--- config.mk ---
export PLATFORM = sky130hd
export DESIGN_NAME = grant_index_decoder
export DESIGN_NICKNAME = d
export VERILOG_FILES = /design/src/rtl/grant_index_decoder.sv
export SDC_FILE = /design/constraint.sdc
export NUM_CORES = 1
export LEC_CHECK = 0
export CORE_MARGIN = 4
export CORE_UTILIZATION = 35
export DETAILED_ROUTE_END_ITERATION = 16
export SLEW_MARGIN = 0
export SYNTH_ARGS = -nofsm -noshare
export SYNTH_HDL_FRONTEND = slang
export SYNTH_SLANG_ARGS = --single-unit
--- constraint.sdc ---
create_clock -name clk -period 2 [get_ports clk]
set_input_delay 0.6 -clock clk [delete_from_list [all_inputs] [get_ports clk]]
set_output_delay 0.6 -clock clk [all_outputs]
set_load 0.02 [all_outputs]
--- src/rtl/grant_index_decoder.sv ---
// Grant index decoder: accepts a binary winner index over valid/ready,
// drives a registered one-hot grant until the holder releases it or the
// hold timer expires, then inserts one dead cycle before the next grant.
module grant_index_decoder #(
    parameter int unsigned N    = 8,
    parameter int unsigned W    = 3,
    parameter int unsigned TMAX = 16,
    parameter int unsigned CW   = 5
) (
    input  logic         clk,
    input  logic         rst_n,
    input  logic         idx_valid,
    input  logic [W-1:0] idx,
    output logic         idx_ready,
    input  logic [N-1:0] done,
    output logic [N-1:0] grant,
    output logic         busy,
    output logic         timeout,
    output logic         err
);

    typedef enum logic [1:0] {
        S_IDLE = 2'd0,
        S_HOLD = 2'd1,
        S_GAP  = 2'd2
    } state_e;

    localparam logic [CW-1:0] CNT_LAST = CW'(TMAX - 1);

    state_e         state_q, state_d;
    logic [N-1:0]   grant_q, grant_d;
    logic [CW-1:0]  cnt_q, cnt_d;
    logic           timeout_q, timeout_d;
    logic           err_q, err_d;

    logic           idx_in_range;
    logic           holder_done;

    // Index legality and release by the current holder only.
    assign idx_in_range = (32'(idx) < N);
    assign holder_done  = |(done & grant_q);

    // State register with synchronous active-low reset.
    always_ff @(posedge clk) begin
        if (!rst_n) begin
            state_q   <= S_IDLE;
            grant_q   <= '0;
            cnt_q     <= '0;
            timeout_q <= 1'b0;
            err_q     <= 1'b0;
        end else begin
            state_q   <= state_d;
            grant_q   <= grant_d;
            cnt_q     <= cnt_d;
            timeout_q <= timeout_d;
            err_q     <= err_d;
        end
    end

    // Next-state logic: accept, hold/release/expire, single-cycle gap.
    always_comb begin
        state_d   = state_q;
        grant_d   = grant_q;
        cnt_d     = cnt_q;
        timeout_d = 1'b0;
        err_d     = 1'b0;
        unique case (state_q)
            S_IDLE: begin
                if (idx_valid) begin
                    if (idx_in_range) begin
                        grant_d = N'(1) << idx;
                        cnt_d   = '0;
                        state_d = S_HOLD;
                    end else begin
                        err_d   = 1'b1;
                    end
                end
            end
            S_HOLD: begin
                if (holder_done) begin
                    // Release wins over a simultaneous expiry.
                    grant_d = '0;
                    cnt_d   = '0;
                    state_d = S_GAP;
                end else if (cnt_q == CNT_LAST) begin
                    grant_d   = '0;
                    cnt_d     = '0;
                    timeout_d = 1'b1;
                    state_d   = S_GAP;
                end else begin
                    cnt_d = cnt_q + CW'(1);
                end
            end
            S_GAP: begin
                state_d = S_IDLE;
            end
            default: begin
                state_d = S_IDLE;
                grant_d = '0;
                cnt_d   = '0;
            end
        endcase
    end

    // Status decoded from the state register only.
    assign idx_ready = (state_q == S_IDLE);
    assign busy      = (state_q != S_IDLE);
    assign grant     = grant_q;
    assign timeout   = timeout_q;
    assign err       = err_q;

endmodule

Yosys cells after proc, flatten, opt, wreduce, memory -nomap -nowiden
Cells that the tools add are included.
{ "word_totals": {"ff_bits": 16, "elab_cells": 35} }
{ "classes": {"addsub": 1, "eq_ne": 5, "shifts": 1, "mux": 13, "bitwise": 4, "reduce_logical": 7} }
{ "ops": {"columns": ["op", "n"], "rows": [
  ["two-way mux 8 bit", 3],
  ["one-hot mux 8 bit (3 select lines)", 1],
  ["two-way mux 5 bit", 3],
  ["one-hot mux 5 bit (3 select lines)", 1],
  ["OR reduction 10 bit", 1],
  ["AND 8 bit", 1],
  ["OR reduction 8 bit", 1],
  ["<< shifter 1 x 3 -> 8 bit (first input constant)", 1],
  ["two-way mux 2 bit", 3],
  ["adder 5 x 1 -> 5 bit (second input constant)", 1],
  ["equality test 5 x 4 -> 1 bit (second input constant)", 1],
  ["one-hot mux 2 bit (2 select lines)", 1],
  ["AND reduction 2 bit", 2],
  ["!= test 3 bit (second input constant)", 1],
  ["NOT 1 bit", 3],
  ["AND reduction 3 bit", 1],
  ["equality test 2 x 1 -> 1 bit (second input constant)", 1],
  ["equality test 2 bit (second input constant)", 1],
  ["zero test 2 bit", 1],
  ["!= test 2 bit (second input constant)", 1],
  ["nonzero test 2 bit", 1],
  ["two-way mux 1 bit", 1]
]} }

Depth between registers and ports, before layout
{ "depth": {"ltp_word": 4, "depth_mapped": 6, "ltp_nobuf": 5} }

Worst setup path after synthesis
OpenSTA, ideal clock, no wires.
{ "synth_timing": {"kind": "input-to-reg", "startpoint": "input port done[1]", "endpoint": "register grant_q[0] (netlist: grant[0])", "setup_time_ns": 0.072, "t_arrival_ns": 1.656, "setup_slack_ns": 0.272, "stages": 5, "n_path_buf": 1, "path_cell_list": "a222oi_1 > nand3_2 > o21bai_1 > buf_4 > mux2i_1"} }
{ "synth_via": {"elab_chain_len": 4, "elab_cells_between_ends": 6, "classes_between": "eq/ne (1); mux (2); bitwise (1); reduce/logical (2)"} }
{ "synth_lines": {"columns": ["item", "line_no", "source"], "rows": [
  ["start: declaration", "15", "input logic [N-1:0] done,"],
  ["AND 8 bit (*)", "41", "assign holder_done = |(done & grant_q);"],
  ["OR reduction 8 bit (*)", "41", null],
  ["!= test 3 bit (no line) or two-way mux 8 bit (tied branches)", null, null],
  ["AND reduction 3 bit (no line) or one-hot mux 8 bit (3 select lines) (tied branches)", null, null],
  ["end signal: assignment", "53", "grant_q <= grant_d;"],
  ["end: declaration", "31", "logic [N-1:0] grant_q, grant_d;"]
]} }
Mark *: on every way between the ends. The rest lies on a longest branch, timed or not.
A chain may end at the register's enable or synchronous reset.

Final worst setup path
{ "layout_timing": {"startpoint": "input port done[1]", "endpoint": "register grant_q[3] (netlist: grant[3])"} }
Same word-level chain as after synthesis.

==> qor.json <==
{
  "antenna_found_initial": {"value": 0},
  "worst-endpoint-required": {"value": 2.22, "unit": "ns"},
  "floorplan.rows": {"value": 17},
  "post_cts.repair.setup_buffers": {"value": 0},
  "worstHoldStart": {"value": "grant[2]"},
  "grt_max_degree": {"value": 13},
  "hold-path-cell-count": {"value": 2},
  "hold_class": {"value": "flop to flop"},
  "tritoncts": {"value": "done"},
  "worst_r2r_path_depth": {"value": 6},
  "hold_viol": {"value": 0},
  "fp.dieArea": {"value": 0.00311, "unit": "mm²"},
  "netlist_top_cells_area": {"value": "sky130_fd_sc_hd__dfxtp_1 (40%), sky130_fd_sc_hd__mux2i_1 (10%), sky130_fd_sc_hd__nand2_1 (6.1%), sky130_fd_sc_hd__nand3_1 (5.6%), sky130_fd_sc_hd__nor3_1 (3.1%)"},
  "clock-skew-final": {"value": 0.00250, "unit": "ns"},
  "setup_viol": {"value": 0},
  "netlist_instances": {"value": 94},
  "criticalPathCategory": {"value": "primary input to flop"},
  "vias": {"value": 784},
  "yosys-top-cells-count": {"value": "sky130_fd_sc_hd__dfxtp_1 (16), sky130_fd_sc_hd__nand2_1 (13), sky130_fd_sc_hd__nand3_1 (9)"},
  "clock_tree.buffer_depth": {"value": 2},
  "grt_pass1_wl": {"value": 3130, "unit": "µm"},
  "cts_sinks": {"value": 16},
  "maxSlewViolCount": {"value": 0},
  "synth.yosys.seq_area_share": {"value": 0.401},
  "ys_warn_count": {"value": 0},
  "drt.antenna.violating_nets": {"value": 0},
  "core_region_area": {"value": 0.00219, "unit": "mm²"},
  "fp.dieH": {"value": 55.8, "unit": "µm"},
  "synthDistinctLibCells": {"value": 31},
  "num_io_pins": {"value": 26},
  "largest_family_of_logic_cells_by_synthesized_area": {"value": "simple AND/OR/NAND/NOR gates"},
  "yosys.area.top_type": {"value": "sky130_fd_sc_hd__dfxtp_1"},
  "grt_overflow_total": {"value": 0},
  "timing.critical_path.fanout_max": {"value": 8},
  "areaGrowthSynthToFinish": {"value": 42.9, "unit": "%"},
  "synth_nets": {"value": 109},
  "syn_area_per_cell": {"value": 8.49, "unit": "µm²"},
  "rsz0062_at_grt": {"value": "false"},
  "fmaxAchievable": {"value": 531, "unit": "MHz"},
  "gp_congestion": {"value": 0.810},
  "fin_crit_sh": {"value": 0.942},
  "max-cap-violations": {"value": 0},
  "dr.first_iter.drc_count": {"value": 26},
  "layout-drive-gt1-share": {"value": 0.104},
  "ctsRootBufferMaster": {"value": "sky130_fd_sc_hd__clkbuf_4"},
  "yosys-mux-area-fraction": {"value": 0.100},
  "static-leakage-power": {"value": 0.000468, "unit": "µW"},
  "synthAdderAreaFrac": {"value": 0.0157},
  "clk_latency": {"value": 0.29, "unit": "ns"},
  "synth_top_area_share": {"value": 0.401},
  "cts.htree.levels": {"value": 1},
  "placement.setup.worst_slack": {"value": -0.201, "unit": "ns"},
  "cts_hold_buffers": {"value": 0},
  "die_width": {"value": 55.8, "unit": "µm"},
  "drcViolationCount": {"value": 0},
  "power_density": {"value": 655, "unit": "mW/mm²"},
  "numCtsBuffers": {"value": 3},
  "setup_ws": {"value": 0.116, "unit": "ns"},
  "crit_arrival": {"value": 2.11, "unit": "ns"},
  "run_status": {"value": "completed"},
  "async_reset_ff_frac": {"value": 0},
  "nets_finish": {"value": 141},
  "rr_endpoint": {"value": "cnt_q[3]"},
  "number_of_global_route_vias_before_repair": {"value": 746},
  "regToRegStartpoint": {"value": "cnt_q[0]"},
  "post_synth_xor_area_fraction": {"value": 0},
  "ys_ff_latch": {"value": 16},
  "detail_route.wl_per_cell": {"value": 12.2, "unit": "µm"},
  "ir_drop": {"value": 325, "unit": "µV"},
  "synth_compound_gate_area_share": {"value": 0.121},
  "pre_antenna_drt_iters": {"value": 5},
  "synth.most_common_cell": {"value": "sky130_fd_sc_hd__dfxtp_1"},
  "synth-main-ff-cell": {"value": "sky130_fd_sc_hd__dfxtp_1"},
  "worstSetupStartpointType": {"value": "primary input"},
  "global_route.usage.total": {"value": 0.125},
  "worst_setup_path_end_kind": {"value": "flop"},
  "detailed_place_hpwl": {"value": 1460, "unit": "µm"},
  "timing.final.crit_period": {"value": 1.88, "unit": "ns"},
  "viasPerCell": {"value": 5.12},
  "floorplan.initialDensity": {"value": 0.364},
  "route.final.wire_length": {"value": 1860, "unit": "µm"},
  "count_of_inserted_antenna_diode_cells": {"value": 0},
  "mappedNetlistArea": {"value": 798, "unit": "µm²"},
  "sink_of_the_worst_hold_path": {"value": "grant[2]"},
  "synthSimpleGateAreaFrac": {"value": 0.310},
  "worst-r2r-setup-slack": {"value": 0.43, "unit": "ns"},
  "placement.io_buffers": {"value": 24},
  "clock_slew_seen_by_the_registers_of_the_worst_setup_and_hold_paths": {"value": 0.10, "unit": "ns"},
  "postLayoutCoreUtil": {"value": 0.521},
  "synth_enable_flop_cells": {"value": 0}
}
cells in the final DEF (no fill, tap or decap), types with 2 or more instances in the layout:
master,n
sky130_fd_sc_hd__nand2_1,13
sky130_fd_sc_hd__nand4_1,2
sky130_fd_sc_hd__nand3b_1,2
sky130_fd_sc_hd__nor2_1,5
sky130_fd_sc_hd__inv_1,3
sky130_fd_sc_hd__nand3_1,9
sky130_fd_sc_hd__buf_4,8
sky130_fd_sc_hd__and2_1,3
sky130_fd_sc_hd__dfxtp_1,16
sky130_fd_sc_hd__clkbuf_4,3
sky130_fd_sc_hd__nor2b_1,3
sky130_fd_sc_hd__mux2i_1,8
sky130_fd_sc_hd__nor3_1,5
sky130_fd_sc_hd__dlygate4sd2_1,2
sky130_fd_sc_hd__a22oi_1,2
sky130_fd_sc_hd__o21a_1,2
sky130_fd_sc_hd__clkdlybuf4s50_1,22
per-stage QoR:
stage                     TNS [ns]  area [µm²]  std cells  power [µW]  hold slack [ns]
after floorplan                  0         798         94         452            0.459
after global placement       -1.89        1110        149         539            0.462
after detailed placement     -2.35        1110        149         540            0.468
after CTS                        0        1140        153         754            0.481
after global routing             0        1140        153         788            0.500
final                            0        1140        153         747            0.483
flip-flops by register name, indices dropped and copies added, names as in the netlist:
name     flops
state_q      2
timeout      1
cnt_q        5
grant        8
where the power goes:
group	total [µW]	leakage (µW)	internal, µW	switching (µW)
combinational	187	0.000317	93.0	93.9
clock	219	0.0000210	111	108
sequential	341	0.000130	331	10.4
total	747	0.000468	534	213
worst max-delay path by stage:
stage | from | end | slack [ns] | cells after the start
after floorplan | done[1] | grant[0] | 0.27 | 5
after global placement | done[1] | grant[6] | -0.16 | 6
after detailed placement | done[1] | grant[3] | -0.20 | 6
after CTS | done[1] | grant[3] | 0.09 | 6
after global routing | done[1] | grant[7] | 0.002 | 6
final | done[1] | grant[3] | 0.12 | 6
what timing repair did:
action,in CTS,in global routing
pin swaps,0,1
endpoints found under the setup margin,2,6
cloned,0,0
gates resized for setup,2,0
critical path: stages:
cell	delay, ns
sky130_fd_sc_hd__clkdlybuf4s50_1	0.40
sky130_fd_sc_hd__a222oi_1	0.37
sky130_fd_sc_hd__nand3_2	0.17
sky130_fd_sc_hd__o21bai_1	0.16
sky130_fd_sc_hd__buf_4	0.20
sky130_fd_sc_hd__mux2i_1	0.19
layout make-up:
| class | count | area, µm² |
|---|---|---|
| fill | 214 | 1050 |
| multi-input combinational | 70 | 440 |
| sequential | 16 | 320 |
| timing repair buffer | 32 | 298 |
| clock buffer | 4 | 36.3 |
| tap | 28 | 35.0 |
| inverter | 3 | 11.3 |
layer usage:
layer	part of all wire	GRT usage	vias up
met2	0.51	0.221	24
met5	0	0	-
li1	-	-	395
met3	0.056	0.0302	2
met4	0.0070	0.0625	0
met1	0.43	0.137	363
logic make-up after synthesis:
| family | count (synthesis) |
|---|---|
| simple gates | 48 |
| flops | 16 |
| compound gates | 12 |
| buf+inv | 8 |
| mux | 8 |
| fa+ha+maj | 1 |
| other cells | 1 |
No activity file was read; power rests on OpenSTA's default activity.
